## config.mk

```make
export PLATFORM = sky130hd
export DESIGN_NAME = fpga_watchdog_flat
export DESIGN_NICKNAME = d
export VERILOG_FILES = /design/src/rtl/fpga_watchdog_if.sv /design/src/rtl/fpga_watchdog.sv /design/src/flat_wrapper.sv
export SDC_FILE = /design/constraint.sdc
export NUM_CORES = 1
export LEC_CHECK = 0
export ABC_AREA = 1
export CAP_MARGIN = 10
export CORE_MARGIN = 2
export CORE_UTILIZATION = 48
export CTS_BUF_LIST = sky130_fd_sc_hd__clkbuf_4 sky130_fd_sc_hd__clkbuf_8
export DETAILED_ROUTE_END_ITERATION = 6
export GPL_ROUTABILITY_DRIVEN = 0
export GPL_TIMING_DRIVEN = 0
export HOLD_SLACK_MARGIN = 0.12
export PLACE_DENSITY = 0.79
export SLEW_MARGIN = 20
export SYNTH_ARGS = -nofsm -noshare
export SYNTH_HDL_FRONTEND = slang
export SYNTH_SLANG_ARGS = --single-unit
```

## constraint.sdc

```tcl
create_clock -name clk -period 2 [get_ports clk]
set_clock_uncertainty 0.15 [all_clocks]
set_input_delay 0.3 -clock clk [delete_from_list [all_inputs] [get_ports clk]]
set_output_delay 0.3 -clock clk [all_outputs]
set_load 0.02 [all_outputs]
```

## src/rtl/fpga_watchdog_if.sv

```systemverilog
// Control/status bundle between software-facing logic and the watchdog.
// The reset strobe is named force_req because "force" is a reserved SystemVerilog keyword.
interface fpga_watchdog_if #(
    parameter int W_CTR = 24
);
    logic             en;
    logic [W_CTR-1:0] reload;
    logic             kick;
    logic             force_req;
    logic             clear_expired;
    logic             rst_req_n;
    logic             expired;
    logic             running;
    logic [W_CTR-1:0] count;
    logic [1:0]       state;

    modport master (
        output en, reload, kick, force_req, clear_expired,
        input  rst_req_n, expired, running, count, state
    );

    modport slave (
        input  en, reload, kick, force_req, clear_expired,
        output rst_req_n, expired, running, count, state
    );
endinterface

```

## src/rtl/fpga_watchdog.sv

```systemverilog
// Watchdog timer: countdown armed by en, restarted by kick, firing a PULSE-cycle
// active-low reset request on timeout or force. expired is sticky across that reset.
module fpga_watchdog #(
    parameter int W_CTR = 24,
    parameter int PULSE = 16
) (
    input logic            clk,
    input logic            rst,
    fpga_watchdog_if.slave wd
);
    localparam int W_PLS = $clog2(PULSE + 1);
    localparam logic [W_PLS-1:0] PLS_LOAD = W_PLS'(PULSE);
    localparam logic [W_PLS-1:0] PLS_LAST = W_PLS'(1);

    typedef enum logic [1:0] {
        ST_IDLE = 2'd0,
        ST_RUN  = 2'd1,
        ST_FIRE = 2'd2
    } state_e;

    state_e           state_q, state_d;
    logic [W_CTR-1:0] count_q, count_d;
    logic [W_PLS-1:0] pls_q, pls_d;
    logic             rst_req_n_q, rst_req_n_d;
    logic             expired_q, expired_d;
    logic             running_q, running_d;
    logic             expire_set;

    always_comb begin
        state_d     = state_q;
        count_d     = count_q;
        pls_d       = pls_q;
        rst_req_n_d = rst_req_n_q;
        running_d   = running_q;
        expire_set  = 1'b0;

        case (state_q)
            ST_IDLE: begin
                if (wd.force_req) begin
                    state_d     = ST_FIRE;
                    pls_d       = PLS_LOAD;
                    rst_req_n_d = 1'b0;
                    running_d   = 1'b0;
                end else if (wd.en) begin
                    state_d   = ST_RUN;
                    count_d   = wd.reload;
                    running_d = 1'b1;
                end
            end

            ST_RUN: begin
                if (wd.force_req) begin
                    state_d     = ST_FIRE;
                    pls_d       = PLS_LOAD;
                    rst_req_n_d = 1'b0;
                    running_d   = 1'b0;
                end else if (!wd.en) begin
                    state_d   = ST_IDLE;
                    running_d = 1'b0;
                end else if (wd.kick) begin
                    // A kick still rescues the countdown on the cycle it hits zero.
                    count_d = wd.reload;
                end else if (count_q != '0) begin
                    count_d = count_q - W_CTR'(1);
                end else begin
                    state_d     = ST_FIRE;
                    pls_d       = PLS_LOAD;
                    rst_req_n_d = 1'b0;
                    running_d   = 1'b0;
                    expire_set  = 1'b1;
                end
            end

            ST_FIRE: begin
                // pls_q holds the low cycles still owed, including the current one.
                if (pls_q == PLS_LAST) begin
                    state_d     = ST_IDLE;
                    rst_req_n_d = 1'b1;
                    count_d     = '0;
                end else begin
                    pls_d = pls_q - PLS_LAST;
                end
            end

            default: begin
                state_d     = ST_IDLE;
                rst_req_n_d = 1'b1;
                running_d   = 1'b0;
            end
        endcase

        if (expire_set) begin
            expired_d = 1'b1;
        end else if (wd.clear_expired) begin
            expired_d = 1'b0;
        end else begin
            expired_d = expired_q;
        end
    end

    always_ff @(posedge clk) begin
        if (rst) begin
            state_q     <= ST_IDLE;
            count_q     <= '0;
            pls_q       <= '0;
            rst_req_n_q <= 1'b1;
            expired_q   <= 1'b0;
            running_q   <= 1'b0;
        end else begin
            state_q     <= state_d;
            count_q     <= count_d;
            pls_q       <= pls_d;
            rst_req_n_q <= rst_req_n_d;
            expired_q   <= expired_d;
            running_q   <= running_d;
        end
    end

    assign wd.rst_req_n = rst_req_n_q;
    assign wd.expired   = expired_q;
    assign wd.running   = running_q;
    assign wd.count     = count_q;
    assign wd.state     = state_q;

    a_run_no_req: assert property (@(posedge clk) disable iff (rst)
        running_q |-> rst_req_n_q);
    a_fire_is_req: assert property (@(posedge clk) disable iff (rst)
        (state_q == ST_FIRE) == !rst_req_n_q);
    a_running_is_run: assert property (@(posedge clk) disable iff (rst)
        running_q == (state_q == ST_RUN));
endmodule
```

## src/flat_wrapper.sv

```systemverilog
// flat-port wrapper written by rule: the top's interface ports become plain ports
module fpga_watchdog_flat 
#(
    parameter int W_CTR = 24,
    parameter int PULSE = 16
)
  (clk, rst, wd_en, wd_reload, wd_kick, wd_force_req, wd_clear_expired, wd_rst_req_n, wd_expired, wd_running, wd_count, wd_state);
  fpga_watchdog_if #(.W_CTR(W_CTR)) wd_i ();
  input logic clk;
  input logic rst;
  input wire logic [$bits(wd_i.en)-1:0] wd_en;
  input wire logic [$bits(wd_i.reload)-1:0] wd_reload;
  input wire logic [$bits(wd_i.kick)-1:0] wd_kick;
  input wire logic [$bits(wd_i.force_req)-1:0] wd_force_req;
  input wire logic [$bits(wd_i.clear_expired)-1:0] wd_clear_expired;
  output wire logic [$bits(wd_i.rst_req_n)-1:0] wd_rst_req_n;
  output wire logic [$bits(wd_i.expired)-1:0] wd_expired;
  output wire logic [$bits(wd_i.running)-1:0] wd_running;
  output wire logic [$bits(wd_i.count)-1:0] wd_count;
  output wire logic [$bits(wd_i.state)-1:0] wd_state;
  assign wd_i.en = wd_en;
  assign wd_i.reload = wd_reload;
  assign wd_i.kick = wd_kick;
  assign wd_i.force_req = wd_force_req;
  assign wd_i.clear_expired = wd_clear_expired;
  assign wd_rst_req_n = wd_i.rst_req_n;
  assign wd_expired = wd_i.expired;
  assign wd_running = wd_i.running;
  assign wd_count = wd_i.count;
  assign wd_state = wd_i.state;
  fpga_watchdog #(.W_CTR(W_CTR), .PULSE(PULSE)) u_core (.clk(clk), .rst(rst), .wd(wd_i));
endmodule
```

### After elaboration in Yosys (flattened, before gate mapping)

Index checks and enable logic that the tools add are counted.

* add/sub/neg operators: 2
* equal/unequal tests: 17
* multiplexer cells: 42
* bitwise gates (word level): 1
* reduce and logical (&&, ||, !) cells: 9

Operators by type and width (number)
* $mux W24: 7
* $pmux W24 S3: 1
* $mux W5: 6
* $reduce_bool A24 Y1: 1
* $sub A24 B1 Y24 const B: 1
* $mux W1: 17
* $pmux W5 S3: 1
* $mux W2: 7
* $ne A2 B2 Y1 const B: 6
* $ne A3 B3 Y1 const B: 4
* $ne A4 B4 Y1 const B: 2
* $reduce_and A4 Y1: 2
* $reduce_and A7 Y1: 1
* $pmux W1 S3: 2
* $pmux W2 S3: 1
* $reduce_and A6 Y1: 1
* $eq A5 B1 Y1 const B: 1
* $reduce_and A5 Y1: 1
* $sub A5 B1 Y5 const B: 1
* $ne A3 B2 Y1 const B: 1
* $reduce_bool A3 Y1: 1
* $eq A2 B1 Y1 const B: 1
* $eq A2 B2 Y1 const B: 1
* $logic_not A2 Y1: 1
* 3 further kinds: 3

* register bits after elaboration: 34
* bits of input ports: 30
* output and inout port bits: 29
* word-level logic and storage cells: 77

### Logic depth before layout (Yosys ltp)

Gate-level depths: netlist of run 1.

* depth after elaboration: 7
* mapped depth: 12
* mapped depth without buffers: 11

### Worst setup path before layout of run 1

Ideal clock, no wire load.

* path type: flip-flop to flip-flop
* start: register u_core.state_q[1], in the netlist u_core.wd.state[1]
* end: register u_core.count_q[20], in the netlist u_core.wd.count[20]
* setup time: 0.112 ns
* arrival: 1.821 ns
* data required time: 1.738 ns
* setup slack: -0.083 ns
* cell stages (with the launch flop): 10
* path buffers: 1
* period minus slack after synthesis: 2.083 ns
* cells stage by stage: dfxtp_1 > inv_1 > ha_1 > nor2_1 > nor2_1 > nor3_4 > buf_2 > nand3_1 > nor2_1 > nor2_1

* word-level cells in the longest chain between the ends: 3
* elaborated cells between the ends (all ways): 12
* classes of those cells: eq/ne (8); mux (1); reduce/logical (3)

RTL lines
* start: declaration: line fpga_watchdog.sv:21 `state_e state_q, state_d;`
* start signal: assignment: line fpga_watchdog.sv:110 `state_q <= state_d;`
* $eq A2 B1 Y1 (tied with other cells): line fpga_watchdog.sv:37 `case (state_q)`
* $ne A3 B2 Y1 (no source line) (tied with other cells)
* $reduce_and A7 Y1 (no source line)
* end signal: assignment: line fpga_watchdog.sv:111 `count_q <= count_d;`
* end: declaration: line fpga_watchdog.sv:22 `logic [W_CTR-1:0] count_q, count_d;`

Several ways; a longest one is shown, not always the timed one.
A chain may end at the register's enable or synchronous reset.

### Worst setup path after layout of run 1

* start: input port wd_kick
* end: register u_core.count_q[12], in the netlist u_core.wd.count[12]

* word-level cells in the longest chain between the ends: 4
* elaborated cells between the ends (all ways): 6
* classes of those cells: eq/ne (1); mux (4); reduce/logical (1)

RTL lines
* start: declaration: line flat_wrapper.sv:13 `input wire logic [$bits(wd_i.kick)-1:0] wd_kick;`
* $mux W24: line fpga_watchdog.sv:60 `end else if (wd.kick) begin`
* $mux W24: line fpga_watchdog.sv:57 `end else if (!wd.en) begin`
* $mux W24: line fpga_watchdog.sv:52 `if (wd.force_req) begin`
* $pmux W24 S3: line fpga_watchdog.sv:37

Several ways; a longest one is shown, not always the timed one. The select of a mux whose other input is x is not followed.

==> results.cfg, run 1 <==
[timing]
hold_viol_final = 0
setup_viol = 0
fin_crit_sh_pct = 96.1
fmax_ghz = 0.520
period_minus_slack_ps = 1920
max_slew_margin_pct = 57.1
slew_viol_final = 0
tightest_slew_ps = 644

[logic_synthesis]
syn_nets = 544
synth_top_area_share_pct = 24.2
synth-seq-cells = 34
yosys-top-cells-area = dfxtp_1 (24%), nand2_1 (20%), nor2_1 (17%)
yosysWarnings = 0
syn_area_um2 = 2810
async_flop_share_pct = 0
postSynthAreaPerCell_um2 = 5.54
yosys.area.top_type = dfxtp_1
synth.most_common_cell = nand2_1
ys.flop_type = dfxtp_1
synth_edf_count = 0
ys_types = 30
synth_cells = 507
synth_commonest_cells = nand2_1 (146), nor2_1 (125), nand3_1 (54), inv_1 (51), dfxtp_1 (34)
seq_area_frac_synth_pct = 24.2

[pwr]
peakVddDrop_uv = 817
pwr-share-clk_pct = 7.4
switchingPower_w = 0.00387
internal-power_w = 0.00322
pwr-share-seq_pct = 19.2
p_leak_nw = 1.75
p_comb_share_pct = 73.4
switching_share_pct = 54.6
p_per_area_nw_per_um2 = 1910

[routing]
wl_per_cell_um = 13.4
drt-pass1-iter-count = 5
drtIter0Drc = 256
via_count = 3476
route.detailed.drc = 0
viasPerCell = 5.33
ant_nets = 0
wl_um = 8760

[floorplanning]
rows = 27
die_h_um = 80.5
die_x_um = 80.5
initial_utilization_pct = 50.4
io_pins = 59
coreArea_um2 = 5570
die-area_um2 = 6480

[grt]
grt_pass1_vias = 2911
grt_pass1_wl_um = 13600
grt_max_degree = 11
overflow = 0
grtUsageTotal_pct = 26.8
antenna_found_initial = 0

[placed_design]
placed_cell_area_um2 = 3470
port-buffer-count = 57
dp_cells = 636
dp_hpwl_um = 6400

[cells_and_area]
register_area_um2 = 688
n_antenna_cell = 0
fillers = 536
syn2layout_area_growth_pct = 32.4
finalInstanceArea_um2 = 3720
multiInputGateArea_um2 = 1910
layoutNonFillerInstCount = 652
drive_gt1_share_pct = 9.48
nets = 617

[clocking]
cts_tree = done
cts_buffers = 5
cts_sinks = 34
path_clk_slew_ps = 70
cts-htree-levels = 2
worst_skew_pair.late_latency_ps = 290
cts_buffer_depth = 2
root_buffer = clkbuf_8

[worst_setup_path]
cp_max_fo = 10
required_ps = 2040
cp.arrival_ps = 1960
crit_type = in2reg
r2r_cells = 9
worst_setup_path_start_kind = input port
critPathCaptureType = flip-flop

[run]
cap_violations = 0

[worst_hold_path]
min-delay-path-class = in2reg
min_path_cells = 2

[run_status]
outcome = finished, final reports clean
[path summary, 6_finish.rpt]
kind | startpoint | end | slack (ps)
worst max-delay path | wd_kick | u_core.wd.count[12]$_SDFFE_PP0P_ | 80
worst min-delay path | rst | u_core.pls_q[1]$_SDFFE_PP0P_ | 260
worst max register to register | u_core.wd.state[1]$_SDFFE_PP0P_ | u_core.wd.count[5]$_SDFFE_PP0P_ | 90
worst min register to register | u_core.wd.running$_SDFFE_PP0P_ | u_core.wd.running$_SDFFE_PP0P_ | 320
[power groups by stage]
stage / logic, W / clock network [W] / registers, W
finish: 0.00520 / 0.000524 / 0.00136
CTS: 0.00482 / 0.000533 / 0.00132
detailed placement: 0.00471 / 0 / 0.00134
global route: 0.00573 / 0.000551 / 0.00142
floorplan: 0.00309 / 0 / 0.00156
global placement: 0.00463 / 0 / 0.00133
[metal layers]
layer  GRT usage [%]  vias up  share of wire [%]
li1                -     1754                  -
met1            33.7     1540                 42
met2            46.3      162                 48
met3            4.94       20                7.9
met4            8.14        0                1.8
met5               0        -                  0
[kinds of logic (layout without fill, tap and decap cells)]
kind of cell	Yosys count	in the layout	synth area share, %
buffers and inverters	68	141	10.2
AND/OR/NAND/NOR	348	348	52.4
XOR/XNOR	2	2	0.624
adder cells (fa/ha/maj)	7	7	3.12
flip-flops	34	34	24.2
AO/OA/AOI/OAI	48	48	9.36
[flip-flops by register name, indices dropped and copies added, names as in the netlist]
register / count
u_core.wd.state: 2
u_core.pls_q: 5
u_core.wd.rst_req_n: 1
u_core.wd.running: 1
u_core.wd.count: 24
u_core.wd.expired: 1
[repair_timing]
| action | 4_1_cts | 5_1_grt |
|---|---|---|
| hold buffers | 0 | 0 |
| pin swaps | 1 | 5 |
| gates cloned | 0 | 0 |
| buffers inserted | 2 | 7 |
| endpoints found under the setup margin | 31 | 32 |
| gates resized for setup | 8 | 21 |
[metrics by stage]
| stage | util [%] | total power (W) | TNS (ps) | hold slack [ps] | setup slack (ps) |
|---|---|---|---|---|---|
| 3_3_place_gp | 62.3 | 0.00596 | -3280 | 299 | -203 |
| 4_1_cts | 64.5 | 0.00668 | 0 | 241 | 24.1 |
| 5_1_grt | 66.7 | 0.00769 | -102 | 267 | -25.0 |
| 6_report | 66.7 | 0.00709 | 0 | 259 | 78.7 |
| 2_1_floorplan | - | 0.00465 | 0 | 308 | 18.0 |
| 3_5_place_dp | 62.3 | 0.00604 | -4550 | 308 | -224 |
[critical path, cell delays in order]
cell and delay [ps]:
clkdlybuf4s50_1 570, inv_1 260, clkbuf_1 410, nand3_1 170, nand2_1 90, nand2_1 40
nor2_1 80, nor2_1 40
[area by class of cell]
cell class / instances / area share, %
Buffer: 14 / 2.63
Timing Repair Buffer: 66 / 17.2
Multi-Input combinational cell: 405 / 51.4
Inverter: 54 / 5.59
Sequential cell: 34 / 18.5
Clock buffer: 7 / 2.26
Tap cell: 72 / 2.42
[placed cells by master, fill, tap and decap left out, types with 2 or more instances in the layout]
master and n:
nand2_1 145, ha_2 2, nor2_2 8, inv_1 50, clkdlybuf4s50_1 57, ha_1 4
nand3_1 53, xnor2_1 2, nand4_1 9, o211ai_1 2, dfxtp_4 2, buf_6 4
buf_4 9, nor2_4 6, o21ai_0 17, o21ai_1 2, nand2_2 3, clkbuf_1 8
dfxtp_1 32, clkbuf_8 5, clkbuf_4 3, nor2_1 118, a21oi_1 21, inv_4 2
No activity file was read; power rests on OpenSTA's default activity.
==> run 2, diff against run 1 <==
clock period = 1.75 ns   (was 2 ns; I/O delays follow)
==> run 2 against run 1 <==
  * Largest cell class unchanged
  * Hold slack worse by 51 ps
  * Sequential cell count stayed put
  * Die area unchanged
  * The flow now finishes with violations (setup timing)
  * Critical endpoint is now u_core.wd.state[1]$_SDFFE_PP0P_
  * Non-clock buffer count is 21 higher
  * Final cell count increased by 3.5%
  * Core utilization rose by 8.5 points
  * Largest power group unchanged
  * Critical path depth grew 1
  * Combinational power rose by 43%
==> results.cfg, run 2 (synthesis results as in run 1) <==
[grt]
grt_pass1_vias = 3275
overflow = 0
antenna_found_initial = 0
grtUsageTotal_pct = 29.1
grt_pass1_wl_um = 14800
grt_max_degree = 11

[timing]
setup_viol = 33
whs_ps = 208
period_minus_slack_ps = 1960
tightest_slew_ps = 649
fin_crit_sh_pct = 112
slew_viol_final = 0
max_slew_margin_pct = 56.7
hold_viol_final = 0
fmax_ghz = 0.511
rsz0062_at_grt = yes
fin_ws_ps = -208

[cells_and_area]
register_area_um2 = 696
syn2layout_area_growth_pct = 49.2
finalInstanceArea_um2 = 4190
n_antenna_cell = 0
final_cell_mix = nand2_1 (129), nor2_1 (103), nand3_1 (50)
multiInputGateArea_um2 = 2130
nets = 639
final_common_cell = nand2_1
largest_reg_flops = 24
layoutNonFillerInstCount = 675
fillers = 445
drive_gt1_share_pct = 22.9
fin_util_pct = 75.2

[run_status]
violations = setup timing
outcome = finished, violations left

[routing]
via_count = 3832
ant_nets = 0
viasPerCell = 5.68
drt-pass1-iter-count = 6
drtIter0Drc = 373
wl_um = 10600
wl_per_cell_um = 15.7
route.detailed.drc = 0

[placed_design]
placed_cell_area_um2 = 3510
dp_cells = 636
port-buffer-count = 57
dp_hpwl_um = 6390

[worst_setup_path]
ff2ff_setup_slack_ps = -210
crit_top_cell = nand2_1
reg2reg_from = u_core.wd.state[0]$_SDFFE_PP0P_
critical_path.max_stage_delay_ps = 390
path_cells = clkinvlp_4 > ha_4 > nand2_1 > inv_2 > a32oi_2 > nand3_1 > nand2_1 > nand2_1 > nor2_1
worst_path_max_delay_cell = dfxtp_4
cp_max_fo = 4
worst_setup_path_start_kind = flip-flop
cp.arrival_ps = 2040
critPathBufInv = 2
crit_family = simple AND/OR/NAND/NOR gates
crit_type = reg2reg
required_ps = 1830
r2r_cells = 9
worstReg2RegEnd = u_core.wd.state[1]$_SDFFE_PP0P_
critPathCaptureType = flip-flop

[pwr]
p_leak_nw = 2.11
p_per_area_nw_per_um2 = 2330
internal-power_w = 0.00438
switching_share_pct = 55.1
pwr-share-clk_pct = 6.8
peakVddDrop_uv = 1010
switchingPower_w = 0.00537
p_comb_share_pct = 76.5
pwr-share-seq_pct = 16.7

[clocking]
cts_sinks = 34
cts_tree = done
path_clk_slew_ps = 80
cts-htree-levels = 2
hold_buffers = 0
root_buffer = clkbuf_8
cts_buffer_depth = 2
worst_skew_pair.late_latency_ps = 300
cts_buffers = 5

[floorplanning]
die_h_um = 80.5
die_x_um = 80.5
die-area_um2 = 6480
rows = 27
coreArea_um2 = 5570
io_pins = 59
initial_utilization_pct = 50.4

[worst_hold_path]
min-delay-path-class = in2reg
whs_endpoint = u_core.pls_q[1]$_SDFFE_PP0P_
min_path_cells = 2
hold_path_startpoint = rst

[run]
cap_violations = 0
## run 2: cell count changes in the layout (fill, tap and decap cells not counted), moves of 7 or more
cell	delta
nand2_1	-16
dlygate4sd2_1	+15
nand2_2	+16
nor2_1	-15
clkdlybuf4s50_1	-23
buf_4	+18
dlymetal6s2s_1	+8
nor2_2	+10
a21oi_1	-7
## run 2: power by group through the flow
stage | sequential [W] | clock (W) | combinational (W)
2_1_floorplan | 0.00180 | 0 | 0.00361
3_3_place_gp | 0.00153 | 0 | 0.00538
3_5_place_dp | 0.00154 | 0 | 0.00548
4_1_cts | 0.00154 | 0.000656 | 0.00589
5_1_grt | 0.00166 | 0.000683 | 0.00800
6_report | 0.00163 | 0.000667 | 0.00745
## run 2: what timing repair did
item,in CTS,in global routing
buffers inserted,9,19
hold endpoints to repair,0,0
resized for setup,46,77
gates cloned,0,4
endpoints found under the setup margin,45,42
pin swaps,6,37
## run 2: worst max-delay path by stage
stage	from	end	slack [ps]	cells past startpoint
2_1_floorplan	u_core.wd.state[1]$_SDFFE_PP0P_	u_core.wd.count[1]$_SDFFE_PP0P_	-0.6	9
5_1_grt	u_core.wd.state[0]$_SDFFE_PP0P_	u_core.wd.state[1]$_SDFFE_PP0P_	-280	9
3_3_place_gp	wd_kick	u_core.pls_q[1]$_SDFFE_PP0P_	-400	7
3_5_place_dp	wd_kick	u_core.pls_q[1]$_SDFFE_PP0P_	-420	7
6_report	u_core.wd.state[0]$_SDFFE_PP0P_	u_core.wd.state[1]$_SDFFE_PP0P_	-210	9
4_1_cts	u_core.wd.state[0]$_SDFFE_PP0P_	u_core.wd.count[1]$_SDFFE_PP0P_	-70	9
## run 2: area by class of cell
type / count / share of cell area (%)
Buffer: 13 / 2.48
Clock inverter: 1 / 0.119
Multi-Input combinational cell: 406 / 50.9
Sequential cell: 34 / 16.6
Clock buffer: 7 / 2.15
Tap cell: 72 / 2.15
Timing Repair Buffer: 88 / 20.2
Inverter: 54 / 5.34
## run 2: metal layers
metal / track usage, % / up-vias / wire (um)
met3: 4.83 / 59 / 980
met1: 34.9 / 1728 / 4040
met5: 0 / - / 0
met4: 13.9 / 0 / 442
met2: 50.2 / 244 / 5100
li1: - / 1801 / -
## run 2: stage by stage
step | worst slack (ps) | power [W] | TNS, ps
after floorplan | -0.569 | 0.00540 | -1.25
after global routing | -281 | 0.0103 | -6440
after detailed placement | -416 | 0.00702 | -9810
final | -208 | 0.00975 | -4520
after CTS | -71.4 | 0.00809 | -1170
after global placement | -398 | 0.00691 | -9500
## run 2: worst reg2reg max path, stage by stage (launching register included)
cell and delay, ps:
dfxtp_4 390, clkinvlp_4 150, ha_4 210, nand2_1 160
inv_2 110, a32oi_2 280, nand3_1 180, nand2_1 100
nand2_1 70, nor2_1 110
==> run 3, diff against run 2 <==
SETUP_SLACK_MARGIN = 0.5   (was default)
==> run 3 against run 2 <==
  * The flow still finishes with violations (setup timing)
  * Maximum frequency rose by 5.2%
  * Non-clock buffer count grew 5
  * Critical path depth increased by 1
  * Largest cell class unchanged
  * Register-to-register slack gained 96 ps
  * Count of clock-buffer cells in the layout down 1
  * Total power rose by 8.0%
  * Clock power down 8.1%
==> results.cfg, run 3 (synthesis results as in run 1) <==
[run_status]
outcome = finished, violations left
violations = setup timing

[timing]
tightest_slew_ps = 672
period_minus_slack_ps = 1860
fin_setup_tns_ps = -1810
setup_viol = 24
fin_ws_ps = -112
max_slew_margin_pct = 55.2
fmax_ghz = 0.537
fin_crit_sh_pct = 106
whs_ps = 203
slew_viol_final = 0
rsz0062_at_grt = yes
hold_viol_final = 0

[cells_and_area]
largest_reg_flops = 24
syn2layout_area_growth_pct = 57.8
drive_gt1_share_pct = 33.0
finalInstanceArea_um2 = 4430
fillers = 395
final_cell_mix = nand2_1 (133), nor2_1 (93), nand3_1 (48)
final_common_cell = nand2_1
layoutNonFillerInstCount = 681
nets = 645
register_area_um2 = 768
n_antenna_cell = 0
multiInputGateArea_um2 = 2240

[worst_setup_path]
crit_type = reg2reg
cp_max_fo = 4
cp_num_cells = 10
path_cells = inv_4 > ha_4 > nor2_4 > nor2_2 > nor3_4 > buf_4 > buf_4 > nand3_1 > nor2_1 > nor2_1
worst_setup_path_start_kind = flip-flop
worst_path_max_delay_cell = dfxtp_4
cp.arrival_ps = 1910
crit_family = simple AND/OR/NAND/NOR gates
critical_path.max_stage_delay_ps = 380
critPathBufInv = 3
critPathCaptureType = flip-flop
required_ps = 1800
r2r_cells = 10

[placed_design]
port-buffer-count = 57
dp_hpwl_um = 6560
placed_cell_area_um2 = 3660
dp_cells = 636

[pwr]
p_per_area_nw_per_um2 = 2380
peakVddDrop_uv = 1520
p_leak_nw = 2.07

[floorplanning]
die-area_um2 = 6480
io_pins = 59
die_x_um = 80.5
rows = 27
initial_utilization_pct = 50.4
die_h_um = 80.5
coreArea_um2 = 5570

[run]
cap_violations = 0

[clocking]
root_buffer = clkbuf_8
path_clk_slew_ps = 80
hold_buffers = 0
cts_buffers = 5
cts-htree-levels = 2
worst_skew_pair.late_latency_ps = 310
cts_buffer_depth = 2
cts_tree = done
cts_sinks = 34

[routing]
wl_per_cell_um = 16.2
ant_nets = 0
wl_um = 11000
route.detailed.drc = 0
drt-pass1-iter-count = 7
drtIter0Drc = 555
viasPerCell = 5.77
via_count = 3931

[worst_hold_path]
min_path_cells = 2
min-delay-path-class = in2reg

[grt]
grt_pass1_vias = 3659
grt_pass1_wl_um = 16400
overflow = 0
grt_max_degree = 11
grtUsageTotal_pct = 32.7
antenna_found_initial = 0
run 3: changes by cell type in the layout (fill, tap and decap cells not counted), sizes merged:
cell           previous run  this run
buf                      34        70
clkbuf                   17        14
clkdlybuf4s50            34        28
clkinv                    2         5
clkinvlp                  1         0
dlygate4sd2              15         0
dlymetal6s2s              8         0
inv                      52        51
nor2                    133       134
run 3: final cells by class:
cell class | count | share of cell area (%)
inverter | 54 | 5.03
multi-input combinational | 407 | 50.5
tap | 72 | 2.03
timing repair buffer | 92 | 20.3
sequential | 34 | 17.3
buffer | 14 | 2.88
clock inverter | 2 | 0.198
clock buffer | 6 | 1.72
run 3: per-layer routing:
metal | part of all wire [%] | wire length [um] | GRT usage, %
met2 | 47 | 5220 | 56.3
met4 | 6.5 | 721 | 18.6
met5 | 0 | 0 | 0
met1 | 37 | 4050 | 37.4
met3 | 9.5 | 1050 | 6.40
run 3: repair_timing:
item	CTS	global route
gates resized for setup	227	59
setup endpoints to repair	63	61
gates cloned	2	1
setup buffers	24	10
pin swaps	22	8
run 3: worst reg2reg max path: stages (launching register included):
cell and delay (ps):
dfxtp_4 380, inv_4 60, ha_4 170, nor2_4 120, nor2_2 60, nor3_4 230, buf_4 170, buf_4 120
nand3_1 70, nor2_1 150, nor2_1 80
run 3: power by group:
group          switching [W]  leakage (nW)  internal (W)  total, W
registers           0.000580         0.296       0.00126   0.00184
logic                0.00479          1.73       0.00328   0.00807
clock network       0.000323        0.0460      0.000289  0.000613
total                0.00570          2.07       0.00483    0.0105
run 3: path summary, 6_finish.rpt:
| path | slack (ps) | from | end |
|---|---|---|---|
| worst max register to register | -110 | u_core.wd.state[1]$_SDFFE_PP0P_ | u_core.wd.count[23]$_SDFFE_PP0P_ |
| worst min register to register | 310 | u_core.wd.expired$_SDFFE_PP0P_ | u_core.wd.expired$_SDFFE_PP0P_ |
| worst min-delay path | 200 | rst | u_core.pls_q[1]$_SDFFE_PP0P_ |
| worst max-delay path | -110 | u_core.wd.state[1]$_SDFFE_PP0P_ | u_core.wd.count[23]$_SDFFE_PP0P_ |
run 3: metrics by stage:
stage | worst slack [ps] | utilization, % | power, W
after floorplan | 85.3 | - | 0.00577
after global placement | -404 | 65.7 | 0.00733
after detailed placement | -448 | 65.7 | 0.00743
after CTS | -24.2 | 74.5 | 0.00929
after global routing | -239 | 79.5 | 0.0112
final | -112 | 79.5 | 0.0105
==> RTL change 1: new RTL, config.mk and constraints of run 2 <==
`PULSE` is set to 16 in 2 places; all go to 64.
--- a/src/rtl/fpga_watchdog.sv
+++ b/src/rtl/fpga_watchdog.sv
@@ -3,5 +3,5 @@
 module fpga_watchdog #(
     parameter int W_CTR = 24,
-    parameter int PULSE = 16
+    parameter int PULSE = 64
 ) (
     input logic            clk,
--- a/src/flat_wrapper.sv
+++ b/src/flat_wrapper.sv
@@ -3,5 +3,5 @@
 #(
     parameter int W_CTR = 24,
-    parameter int PULSE = 16
+    parameter int PULSE = 64
 )
   (clk, rst, wd_en, wd_reload, wd_kick, wd_force_req, wd_clear_expired, wd_rst_req_n, wd_expired, wd_running, wd_count, wd_state);
Formal check against the unedited RTL: same outputs for any inputs over 10 cycles, from zero or initial values and one cycle with rst high; that may be too few to reach the edited logic, so the function may still have changed.
==> RTL change 1 against run 2 <==
The run still ends with setup timing left; sequential power fell by 2%; core utilization about the same; sequential cell count increased by 2; synthesized area up 6.0%; count of clock-buffer cells in the layout increased by 1; via count rose by 4.4%; cell area rose by 6.9%; cell count up 4.9%; worst setup slack improved by 0.11 ns; worst hold slack better by 0.12 ns; wire length is 5.7% higher; first-iteration DRC count increased by 28%; power down 18%.
==> RTL change 1: results (changes against run 2) <==
\begin{tabular}{lr}
\hline
Metric & Value \\
\hline
\multicolumn{2}{l}{\textbf{Final layout}} \\
Clk tree area frac & 2.179\% (-0.091 points) \\
Filler Cells Inserted & 452 (+1.6\%) \\
Non-clk invs & 57 (+5.6\%) \\
Area of all sequential standard cells & 760.7 sq um (+9.4\%) \\
Multi-input gate share of total cell area & 51.51\% (+0.57 points) \\
\multicolumn{2}{l}{\textbf{STA}} \\
Worst rel slew slack & 52.96\% (-3.7 points) \\
Final-layout worst hold slack & 0.3281 ns (+0.1203 ns) \\
Min setup slack post-route & -0.09871 ns (+0.1090 ns) \\
Summed negative setup slack over all endpoints & -1.261 ns (+3.262 ns) \\
Total of endpoints with negative setup slack in the final report & 20 (-39\%) \\
\multicolumn{2}{l}{\textbf{Routing}} \\
Detailed-router iteration count before antenna repair & 5 (-1) \\
DR vias/cell & 5.650 (-0.48\%) \\
Overall routed net length & 11,170 um (+5.7\%) \\
Detailed-route wire length on metal 1 & 4551 um (+13\%) \\
Met3 routed wirelength & 1038 um (+5.9\%) \\
\multicolumn{2}{l}{\textbf{Global route}} \\
First-pass GRT wire length & 15,310 um (+3.5\%) \\
Met3 global-route usage & 4.783\% (-0.049 points) \\
Via count of the first global-routing pass & 3,317 (+1.3\%) \\
Met1 usage & 38.56\% (+3.7 points) \\
Met2 track utilization from global routing & 48.87\% (-1.4 points) \\
\multicolumn{2}{l}{\textbf{Setup path}} \\
Worst Setup EP & u\_core.wd.count[3] \\
Largest fanout of any net on the critical path & 6 (+2) \\
Cell family with most CP delay & flip-flops \\
\multicolumn{2}{l}{\textbf{Status}} \\
Result of the run & finished, violations left \\
Failing checks & setup timing \\
\multicolumn{2}{l}{\textbf{Min path}} \\
Kind of path behind the tightest hold check & reg2reg \\
Worst hold path startpoint & u\_core.wd.rst\_req\_n \\
\multicolumn{2}{l}{\textbf{Power}} \\
Max VDD drop & 1.091 mV (+8.0\%) \\
Static leakage power & 2.247 nW (+6.6\%) \\
\multicolumn{2}{l}{\textbf{Synthesis}} \\
FF+latch count, synth & 36 (+5.9\%) \\
Syn\_nets & 576 (+5.9\%) \\
Most instantiated cells after synthesis & nand2\_1, nor2\_1, nand3\_1 \\
Portion of the post-synthesis area used by sequential elements & 24.21\% (-0.031 points) \\
\multicolumn{2}{l}{\textbf{Placement}} \\
DPL Wire Length & 6752 um (+5.7\%) \\
Area after detailed placement & 3697 sq um (+5.4\%) \\
PortBufs & 58 (+1.8\%) \\
\multicolumn{2}{l}{\textbf{Clock tree}} \\
Resize count post-CTS & 69 (+50\%) \\
\hline
\end{tabular}
==> RTL change 1: cell count changes in the layout (fill, tap and decap cells not counted), moves of 6 or more <==
cell     delta
dfxtp_1    -14
dfxtp_2    +14
nand2_1     +9
nand3_1    +10
nor2_1      +9
nor2_2     -10
nor2_4     +13
o21ai_0     -6
==> RTL change 1: logic make-up (layout without fill, tap and decap cells) <==
| kind of cell | count (synthesis) | in the layout | synth area share [%] |
|---|---|---|---|
| buffers and inverters | 72 | 166 | 9.920 |
| DFF | 36 | 36 | 24.21 |
| xor gates and xnor gates | 6 | 6 | 1.765 |
| adders and majority gates | 7 | 7 | 2.942 |
| AOI/OAI and AO/OA | 36 | 36 | 6.599 |
| and+or+nand+nor | 382 | 382 | 54.56 |
==> RTL change 1: where the power goes <==
part           switching [W]  leakage, nW  internal [W]
combinational        0.00342         1.89       0.00227
clock               0.000337       0.0523      0.000353
sequential          0.000460        0.306       0.00113
==> RTL change 2: new RTL, config.mk and constraints of run 2 <==
Without the edit above. Make the reset (`rst`) asynchronous in one clocked block.
--- a/src/rtl/fpga_watchdog.sv
+++ b/src/rtl/fpga_watchdog.sv
@@ -99,5 +99,5 @@
     end
 
-    always_ff @(posedge clk) begin
+    always_ff @(posedge clk or posedge rst) begin
         if (rst) begin
             state_q     <= ST_IDLE;
Formal check against the unedited RTL: differs if rst is asserted again (counterexample within 4 cycles, from zero or initial values and one cycle with rst high); with rst held inactive, the same outputs for 10 cycles.
==> RTL change 2 against run 2 <==
The run still ends with setup timing left; synthesized cell count is 10% lower; wire length is 8.8% lower; combinational power is 18% lower; sequential cell count stayed put; worst setup slack better by 0.10 ns; cell area is 3.2% higher; synthesized area is 4.3% higher; worst hold slack better by 0.14 ns; power is 13% lower.
==> RTL change 2: results (changes against run 2) <==
\begin{tabular}{lr}
\hline
Metric & Value \\
\hline
\multicolumn{2}{l}{\textbf{Placement}} \\
Area after detailed placement & 3717 sq um (+6.0\%) \\
Placed cells & 589 (-7.4\%) \\
DPL Wire Length & 6265 um (-1.9\%) \\
\multicolumn{2}{l}{\textbf{Routing}} \\
DR iter-0 viols & 346 (-7.2\%) \\
DR vias/cell & 5.639 (-0.68\%) \\
Detailed-routed wire length on met2 & 4744 um (-7.1\%) \\
Met3 routed wirelength & 704 um (-28\%) \\
\multicolumn{2}{l}{\textbf{Setup path}} \\
R2r endpoint & u\_core.wd.count[1] \\
Arr. time, crit path & 1.89 ns (-0.15 ns) \\
Largest fanout of any net on the critical path & 10 (+6) \\
Worst Reg-to-Reg Cells & 12 (+3) \\
Critical path's slowest cell & dfrtp\_2 \\
\multicolumn{2}{l}{\textbf{STA}} \\
Total of endpoints with negative setup slack in the final report & 29 (-12\%) \\
Final-layout worst hold slack & 0.3485 ns (+0.1407 ns) \\
Worst rel slew slack & 63.54\% (+6.8 points) \\
Min setup slack post-route & -0.1028 ns (+0.1049 ns) \\
Summed negative setup slack over all endpoints & -1.984 ns (+2.539 ns) \\
\multicolumn{2}{l}{\textbf{Synthesis}} \\
Most instantiated cells after synthesis & nand2\_1, nor2\_1, inv\_1 \\
Top cells by area in the synthesized netlist & dfrtp\_1, nand2\_1, nor2\_1, nand3\_1, inv\_1 \\
Syn\_nets & 492 (-9.6\%) \\
Adder-cell share of the synthesized area & 2.991\% (-0.13 points) \\
Post-synthesis async set-or-reset flop share & 100.0\% (+100 points) \\
Portion of the post-synthesis area used by sequential elements & 29.10\% (+4.9 points) \\
Compound-gate portion of the synthesized area & 14.57\% (+5.2 points) \\
\multicolumn{2}{l}{\textbf{Global route}} \\
Via count of the first global-routing pass & 3,257 (-0.55\%) \\
Total Routing Usage GR & 28.92\% (-0.20 points) \\
Met2 track utilization from global routing & 50.98\% (+0.73 points) \\
First-pass GRT wire length & 15,020 um (+1.5\%) \\
Maximum number of pins on one net before global-route repair & 32 (+21) \\
\multicolumn{2}{l}{\textbf{Clock tree}} \\
Hold-fix buffers, CTS & 1 (+1) \\
Count of buffers added by post-CTS timing repair for setup & 29 (+20) \\
\multicolumn{2}{l}{\textbf{Power}} \\
Net load switching power & 0.004375 W (-18\%) \\
Power in combinational cells & 0.00612 W (-18\%) \\
Cell internal pwr & 0.004066 W (-7.2\%) \\
\multicolumn{2}{l}{\textbf{Min path}} \\
Worst hold path startpoint & u\_core.wd.rst\_req\_n \\
\multicolumn{2}{l}{\textbf{Final layout}} \\
Share of post-route cells with drive strength above 1 & 29.68\% (+6.8 points) \\
\multicolumn{2}{l}{\textbf{Status}} \\
Result of the run & finished, violations left \\
Failing checks & setup timing \\
\hline
\end{tabular}
RTL change 2: cell count changes after synthesis, moves of 4 or more:
| cell | run 2 | this run |
|---|---|---|
| o21ai_2 | 1 | 12 |
| nand2_2 | 2 | 11 |
| nand4_1 | 9 | 14 |
| a21oi_1 | 21 | 29 |
| nand3_1 | 54 | 39 |
| dfxtp_1 | 34 | 0 |
| nor2_1 | 125 | 77 |
| nor2_2 | 4 | 11 |
| nand2_1 | 146 | 117 |
| inv_1 | 51 | 47 |
| dfrtp_1 | 0 | 33 |
RTL change 2: layout make-up:
cell class | count | area (sq um)
repair buffers | 95 | 912.1
plain buffers | 12 | 132.6
fillers | 449 | 1598
clock buffers | 8 | 91.34
inverters | 50 | 206.4
multi-input cells | 357 | 2022
flip-flops and latches | 34 | 864.6
well taps | 75 | 93.84
